File: src/rtl/spi_master_engine.sv
// spi_master_engine
//   SPI master with an internal SCK divider, per-transfer CPOL/CPHA, MSB- or
//   LSB-first ordering and NUM_CS one-hot-low chip selects. A command is taken
//   on tx_valid & tx_ready. Mode, divider and chip select are captured with the
//   data word at that moment.
//
// Ports
//   clk, rst            system clock, synchronous active-high reset
//   cpol, cpha          SPI mode, captured at accept
//   lsb_first           1: bit 0 goes out first and the first bit in lands at bit 0
//   clk_div             SCK half-period minus 1, in clk cycles
//   cs_sel              chip-select index. Values >= NUM_CS assert no select.
//   tx_valid/tx_ready   command handshake; tx_data is the word to shift out
//   rx_valid/rx_data    one-cycle completion pulse with the captured word
//   busy                transfer in progress
//   sck, mosi, miso     SPI pins (miso already synchronised)
//   cs_n                active-low chip selects
module spi_master_engine #(
    parameter  int DATA_WIDTH = 8,
    parameter  int NUM_CS     = 4,
    parameter  int DIV_WIDTH  = 8,
    localparam int CS_W       = (NUM_CS > 1) ? $clog2(NUM_CS) : 1
) (
    input  logic                  clk,
    input  logic                  rst,
    input  logic                  cpol,
    input  logic                  cpha,
    input  logic                  lsb_first,
    input  logic [DIV_WIDTH-1:0]  clk_div,
    input  logic [CS_W-1:0]       cs_sel,
    input  logic                  tx_valid,
    output logic                  tx_ready,
    input  logic [DATA_WIDTH-1:0] tx_data,
    output logic                  rx_valid,
    output logic [DATA_WIDTH-1:0] rx_data,
    output logic                  busy,
    output logic                  sck,
    output logic                  mosi,
    input  logic                  miso,
    output logic [NUM_CS-1:0]     cs_n
);

    localparam int ECW = $clog2(2 * DATA_WIDTH + 1);
    localparam logic [ECW-1:0] LAST_EDGE = ECW'(2 * DATA_WIDTH);

    typedef enum logic [1:0] {
        IDLE,
        SETUP,
        XFER,
        HOLD
    } state_t;

    state_t                state_q, state_d;
    logic [DIV_WIDTH-1:0]  div_cnt_q, div_cnt_d;
    logic [DIV_WIDTH-1:0]  div_q, div_d;
    logic [ECW-1:0]        edge_cnt_q, edge_cnt_d;
    logic [ECW-1:0]        edge_k;
    logic                  cpol_q, cpol_d;
    logic                  cpha_q, cpha_d;
    logic                  lsb_q, lsb_d;
    logic [DATA_WIDTH-1:0] tx_sr_q, tx_sr_d;
    logic [DATA_WIDTH-1:0] rx_sr_q, rx_sr_d;
    logic                  sck_q, sck_d;
    logic                  mosi_q, mosi_d;
    logic [NUM_CS-1:0]     cs_n_q, cs_n_d;
    logic                  busy_q, busy_d;
    logic                  tx_ready_q, tx_ready_d;
    logic                  rx_valid_q, rx_valid_d;
    logic [DATA_WIDTH-1:0] rx_data_q, rx_data_d;

    function automatic logic head_bit(input logic [DATA_WIDTH-1:0] w, input logic lsb);
        return lsb ? w[0] : w[DATA_WIDTH-1];
    endfunction

    function automatic logic [DATA_WIDTH-1:0] shift_out(input logic [DATA_WIDTH-1:0] w,
                                                        input logic lsb);
        return lsb ? (w >> 1) : (w << 1);
    endfunction

    // Out-of-range indices match no bit, so every select stays high.
    function automatic logic [NUM_CS-1:0] cs_decode(input logic [CS_W-1:0] sel);
        logic [NUM_CS-1:0] v;
        v = '1;
        for (int unsigned i = 0; i < NUM_CS; i++) begin
            if (32'(sel) == i) begin
                v[i] = 1'b0;
            end
        end
        return v;
    endfunction

    always_comb begin
        state_d    = state_q;
        div_cnt_d  = div_cnt_q;
        div_d      = div_q;
        edge_cnt_d = edge_cnt_q;
        cpol_d     = cpol_q;
        cpha_d     = cpha_q;
        lsb_d      = lsb_q;
        tx_sr_d    = tx_sr_q;
        rx_sr_d    = rx_sr_q;
        sck_d      = sck_q;
        mosi_d     = mosi_q;
        cs_n_d     = cs_n_q;
        busy_d     = busy_q;
        tx_ready_d = tx_ready_q;
        rx_valid_d = 1'b0;
        rx_data_d  = rx_data_q;
        edge_k     = edge_cnt_q + 1'b1;

        case (state_q)
            IDLE: begin
                tx_ready_d = 1'b1;
                sck_d      = cpol_q;
                if (tx_valid && tx_ready_q) begin
                    tx_ready_d = 1'b0;
                    cpol_d     = cpol;
                    cpha_d     = cpha;
                    lsb_d      = lsb_first;
                    div_d      = clk_div;
                    div_cnt_d  = clk_div;
                    edge_cnt_d = '0;
                    sck_d      = cpol;
                    busy_d     = 1'b1;
                    cs_n_d     = cs_decode(cs_sel);
                    rx_sr_d    = '0;
                    // CPHA=0 needs the first bit on the wire before the first edge;
                    // CPHA=1 leaves mosi untouched until the leading edge.
                    if (!cpha) begin
                        mosi_d  = head_bit(tx_data, lsb_first);
                        tx_sr_d = shift_out(tx_data, lsb_first);
                    end else begin
                        tx_sr_d = tx_data;
                    end
                    state_d = SETUP;
                end
            end

            SETUP, XFER: begin
                if (div_cnt_q != '0) begin
                    div_cnt_d = div_cnt_q - 1'b1;
                end else begin
                    div_cnt_d  = div_q;
                    edge_cnt_d = edge_k;
                    sck_d      = ~sck_q;
                    // Odd edges are leading. Sampling happens on leading edges for
                    // CPHA=0 and on trailing edges for CPHA=1; the other edge drives.
                    if (edge_k[0] != cpha_q) begin
                        rx_sr_d = lsb_q ? {miso, rx_sr_q[DATA_WIDTH-1:1]}
                                        : {rx_sr_q[DATA_WIDTH-2:0], miso};
                    end else if (edge_k != LAST_EDGE) begin
                        mosi_d  = head_bit(tx_sr_q, lsb_q);
                        tx_sr_d = shift_out(tx_sr_q, lsb_q);
                    end
                    state_d = (edge_k == LAST_EDGE) ? HOLD : XFER;
                end
            end

            HOLD: begin
                if (div_cnt_q != '0) begin
                    div_cnt_d = div_cnt_q - 1'b1;
                end else begin
                    state_d    = IDLE;
                    cs_n_d     = '1;
                    busy_d     = 1'b0;
                    rx_valid_d = 1'b1;
                    rx_data_d  = rx_sr_q;
                end
            end

            default: state_d = IDLE;
        endcase
    end

    always_ff @(posedge clk) begin
        if (rst) begin
            state_q    <= IDLE;
            div_cnt_q  <= '0;
            div_q      <= '0;
            edge_cnt_q <= '0;
            cpol_q     <= 1'b0;
            cpha_q     <= 1'b0;
            lsb_q      <= 1'b0;
            tx_sr_q    <= '0;
            rx_sr_q    <= '0;
            sck_q      <= 1'b0;
            mosi_q     <= 1'b0;
            cs_n_q     <= '1;
            busy_q     <= 1'b0;
            tx_ready_q <= 1'b0;
            rx_valid_q <= 1'b0;
            rx_data_q  <= '0;
        end else begin
            state_q    <= state_d;
            div_cnt_q  <= div_cnt_d;
            div_q      <= div_d;
            edge_cnt_q <= edge_cnt_d;
            cpol_q     <= cpol_d;
            cpha_q     <= cpha_d;
            lsb_q      <= lsb_d;
            tx_sr_q    <= tx_sr_d;
            rx_sr_q    <= rx_sr_d;
            sck_q      <= sck_d;
            mosi_q     <= mosi_d;
            cs_n_q     <= cs_n_d;
            busy_q     <= busy_d;
            tx_ready_q <= tx_ready_d;
            rx_valid_q <= rx_valid_d;
            rx_data_q  <= rx_data_d;
        end
    end

    assign tx_ready = tx_ready_q;
    assign rx_valid = rx_valid_q;
    assign rx_data  = rx_data_q;
    assign busy     = busy_q;
    assign sck      = sck_q;
    assign mosi     = mosi_q;
    assign cs_n     = cs_n_q;

endmodule
File: config.mk
export PLATFORM = sky130hd
export DESIGN_NAME = spi_master_engine
export DESIGN_NICKNAME = d
export VERILOG_FILES = /design/src/rtl/spi_master_engine.sv
export SDC_FILE = /design/constraint.sdc
export NUM_CORES = 1
export LEC_CHECK = 0
export ABC_CLOCK_PERIOD_IN_PS = 3350
export BUFFER_PORTS_ARGS = -buffer_cell sky130_fd_sc_hd__buf_2
export CORE_MARGIN = 2
export CORE_UTILIZATION = 50
export DETAILED_ROUTE_END_ITERATION = 10
export HOLD_SLACK_MARGIN = 0.08
export PLACE_DENSITY = 0.68
export SLEW_MARGIN = 20
export SYNTH_ARGS = -nofsm -noshare
export SYNTH_HDL_FRONTEND = slang
export SYNTH_SLANG_ARGS = --single-unit
File: constraint.sdc
create_clock -name clk -period 3.35 [get_ports clk]
set_input_delay 0.1675 -clock clk [delete_from_list [all_inputs] [get_ports clk]]
set_output_delay 0.1675 -clock clk [all_outputs]
set_load 0.02 [all_outputs]
### Word level (Yosys, flattened, before mapping)

Cells that the tools add are included.

* memories kept: 0
* bits in writable memories: 0
* bits in latches: 0
* register bits: 59
* output and inout port bits: 17
* memory bits (read-only): 0
* logic and storage cells: 104
* input port bits: 25

* shifts and indexed selects: 0
* add/subtract/negate cells: 2
* $lt $le $gt $ge: 0
* eq/ne operators: 17
* bitwise logic cells: 3
* mux-type cells: 48
* $mul: 0
* reduce and logical (&&, ||, !) cells: 18
* div/mod/pow operators: 0

Operators with widths (count)
* $mux 8: 14
* $pmux 8 s2: 2
* $pmux 8 s3: 1
* $mux 1: 18
* $ne 2x2->1 const B: 8
* $mux 5: 2
* $pmux 5 s2: 1
* $reduce_and 3->1: 3
* $eq 2x2->1 const B: 4
* $mux 4: 2
* $pmux 4 s2: 1
* $reduce_and 2->1: 4
* $reduce_bool 8->1: 1
* $sub 8x1->8 const B: 1
* $mux 2: 3
* $pmux 1 s2: 3
* $pmux 2 s3: 1
* $reduce_and 6->1: 1
* $add 5x1->5 const B: 1
* $eq 5x5->1 const B: 1
* $ne 5x5->1 const B: 1
* $reduce_and 5->1: 1
* $eq 2x1->1 const B: 2
* $logic_not 2->1: 2
* 6 further kinds: 10

### Depth between registers and ports, before layout

* depth after elaboration: 6
* depth in mapped cells: 8
* mapped depth without buffers: 7

### Worst setup path after synthesis

Ideal clock, no wire load.

* kind: register -> register
* start point: register div_cnt_q[0]
* end point: register tx_sr_q[0]
* path buffers: 1
* clock period less this slack: 2.031 ns
* path slack: 1.319 ns
* data arrival time: 1.902 ns
* stages on the path, launching flop included: 9
* data required time: 3.220 ns
* setup time: 0.130 ns
* path through: dfxtp_1 > inv_1 > ha_1 > or4b_4 > o31ai_4 > o211ai_4 > buf_6 > a311oi_1 > nor3_1

* word-level cells in the longest chain between the ends: 3

RTL lines
* start, declared: line 54 `logic [DIV_WIDTH-1:0] div_cnt_q, div_cnt_d;`
* start signal, assigned: line 195 `div_cnt_q <= div_cnt_d;`
* $reduce_bool 8->1: line 140 `if (div_cnt_q != '0) begin`
* $ne 2x2->1 (no line)
* $reduce_and 5->1 (no line)
* end signal, assigned: line 201 `tx_sr_q <= tx_sr_d;`
* end, declared: line 61 `logic [DATA_WIDTH-1:0] tx_sr_q, tx_sr_d;`

No other way between the ends.
A chain may end at the register's enable or synchronous reset.

### Final worst setup path

* start point: register div_cnt_q[0]
* end point: register edge_cnt_q[4]

* word-level cells in the longest chain between the ends: 3

RTL lines
* $reduce_bool 8->1: line 140
* $ne 2x2->1 (no line)
* $reduce_and 3->1 (no line)
* end signal, assigned: line 197 `edge_cnt_q <= edge_cnt_d;`
* end, declared: line 56 `logic [ECW-1:0] edge_cnt_q, edge_cnt_d;`

No other way between the ends.

==> results.md <==
- Outcome: complete, no violations
- Pwr per Cell Area: 802 nW/um^2
- Mean area per synthesized cell: around 8 um^2
- Setup CP Type: reg -> reg
- Period utilisation layout: 76.7%
- Total vias in the final route: 3,006
- PostCTS Resize Cnt: 0
- Cells after Synth: a little over 400
- Fin util: around three fifths
- Layout fillers: 604
- RSZ-0062 raised after global routing: false
- Asr flop ratio synth: 0%
- Count of cell types in the netlist: 55
- Share of cells above drive strength 1: between 10% and 20%
- Initial antenna violation count: 0
- Total congestion overflow: 0
- Post-synth EDFFs: 0
- Register area share after synthesis: a little under two fifths
- Commonest cells post-synth: 76 x nand2_1, 59 x dfxtp_1, 53 x a21oi_1
- DIE AREA: between 6000 and 7000 um^2
- Worst-path cell chain: inv_1, ha_1, nor4b_2, nand2_1, a2111oi_0, o21ai_0, a21oi_1
- Core box area: around 6200 um^2
- Top-count cell post-synth: nand2_1
- Site Rows: 29
- Tot GR Track Use: approximately 22%
- Largest net degree at the start of global routing: 35
- Top cells by area, synth: dfxtp_1 37%, nand2_1 9.0%, a21oi_1 8.4%
- Area Overhead vs Synth: 14.3%
- Gpl congestion: roughly 0.88
- Min cycle time layout: between 2 and 3 ns
- Drt first pass iters: 4
- Root buffer cell: clkbuf_8
- Fmax: roughly 0.39 GHz
- Net count after synthesis: ~440
- Starting Density: roughly 51%
- DRT Wirelength: about 7.5 mm
- Chip height: 83.6 um
- Leakage: 1.36 nW
- Setup TNS: 0 ns
- VDD IR max: 0.000484 V
- CP max FO: 14
- HP Class: in -> reg
- Hpwl dp: a little over 5 mm
- Cell taking the most area after synthesis: dfxtp_1
- Slowest stage delay, CP: just under 0.6 ns
- Critical Path Source Type: flip-flop
- Slew margin rel.: a little over two fifths
- Initial DRC Count: ~170
- # H-tree levels: 3
- CTS buffer count: 9
- CTS tree: built
- Residual DRC: 0
- Via density: ~5.7
- Vias in the first global route: ~2,700
- First-pass GRT wire length: approximately 13 mm
- DR WL/cell: 14.3 um
- Endpoints failing setup: 0
- Max Clock Skew: 0.00562 ns
- Crit path DAT: between 2 and 3 ns
- CTS clock-pin slew for the worst setup and hold paths: around 0.06 ns
- Post-Place Cells: 503
- Die W: 83.6 um
- Skew-Pair Late Insertion Delay: between 0.3 and 0.4 ns
- Post-CTS Setup Repair Bufs: 0
- Final Net Count: approximately 470
- CTS Sinks: just under 60
- Yosys top cell area share: between 30% and 40%
- Ys flop type: dfxtp_1
- DRT antenna net count: 0
- Yosys Warn Count: 0
- CP endpoint kind: flip-flop
- Max-slew violation count: 0
- Boundary Pins: between 40 and 50
- Register bit total from synthesis: 59
- # port buffers: 41
- Syn Std Cell Area: ~3200 um^2
- CTS max path bufs: 2
- Non-filler cells, final: approximately 520
- Endpoints failing hold: 0
- Ant diodes: 0
- Crit-path slowest cell: nor4b_2
- Max-Cap Viols: 0
- Tightest Pin Transition: 0.850 ns
- WP data required: 3.61 ns
- Design Power: slightly below 3 mW
[flip-flops by register name (all words and copies together) (netlist names)]
signal / count
div_cnt_q: 8
div_q: 8
rx_data: 8
rx_sr_q: 8
tx_sr_q: 8
edge_cnt_q: 5
cs_n: 4
state_q: 2
busy: 1
cpha_q: 1
cpol_q: 1
lsb_q: 1
mosi: 1
rx_valid: 1
sck: 1
tx_ready: 1
[cell families after synthesis]
kind of cell / synth area share (%)
AOI/OAI and AO/OA: 24.0
xor gates and xnor gates: 0.830
adders and majority gates: 1.58
buffers and inverters: 5.06
DFF: 37.3
muxes: 7.27
and+or+nand+nor: 24.0
[per-stage QoR]
stage	instance area (um^2)	setup WS, ns	hold WS (ns)
5_1_grt	3620	0.554	0.0948
3_5_place_dp	3390	0.884	0.429
4_1_cts	3620	0.868	0.0806
2_1_floorplan	3170	1.32	0.296
6_report	3620	0.781	0.0929
3_3_place_gp	3390	0.984	0.419
[layer usage]
metal	vias up	GRT usage, %	routed length [um]
li1	1526	-	-
met3	12	5.04	300
met4	0	7.48	148
met2	70	34.3	3370
met5	-	0	0
met1	1398	30.7	3680
[path summary, 6_finish.rpt]
check	start	end	slack (ns)	cells after the start
worst max-delay path	div_cnt_q[0]	edge_cnt_q[4]	0.78	7
worst min-delay path	clk_div[5]	div_q[5]	0.09	3
worst max register to register	div_cnt_q[0]	edge_cnt_q[4]	0.78	7
worst min register to register	rx_data[1]	rx_data[1]	0.45	2
[worst max-delay path: cells and delay by family, from the launching register on]
kind            cells  cell delay (ns)
simple gates        2             1.06
compound gates      3             0.81
flops               1             0.34
fa+ha+maj           1             0.20
buf+inv             1             0.08
[cell usage in the layout (no fill, tap or decap), types with 3 or more instances in the layout]
master         instances
or2_2                  6
a31oi_1                3
a221oi_1               5
buf_2                 41
clkbuf_8              10
nor4_1                 4
o22ai_1                3
nand3_1               16
nand2b_1               5
ha_1                   4
dlygate4sd3_1          8
nor3_1                 8
o21ai_0               30
clkbuf_1               3
nand2_1               76
a2111oi_0              4
mux2i_1               14
buf_4                  6
a21oi_1               53
dfxtp_1               59
nor2_1                23
nor2b_1                4
mux2_2                 8
o2bb2ai_1              4
inv_1                  9
[layout make-up]
class,count,area (um^2),area share (%)
tap,77,96.3,2.66
multi-input combinational,310,1830,50.4
timing repair buffer,55,330,9.12
clock buffer,13,149,4.11
sequential,59,1180,32.6
inverter,10,37.5,1.04
[timing repair]
item | 4_1_cts | 5_1_grt
endpoints found under the setup margin | 0 | 0
endpoints found under the hold margin | 8 | 0
hold buffers | 8 | 0
[power by group]
part / internal [mW] / leakage, nW / total [mW] / switching (mW)
Combinational: 0.520 / 0.802 / 1.42 / 0.898
Sequential: 0.823 / 0.479 / 0.961 / 0.138
Clock: 0.277 / 0.0754 / 0.525 / 0.248
Total: 1.62 / 1.36 / 2.90 / 1.28
Note: power is estimated with default switching activity, not from simulation.
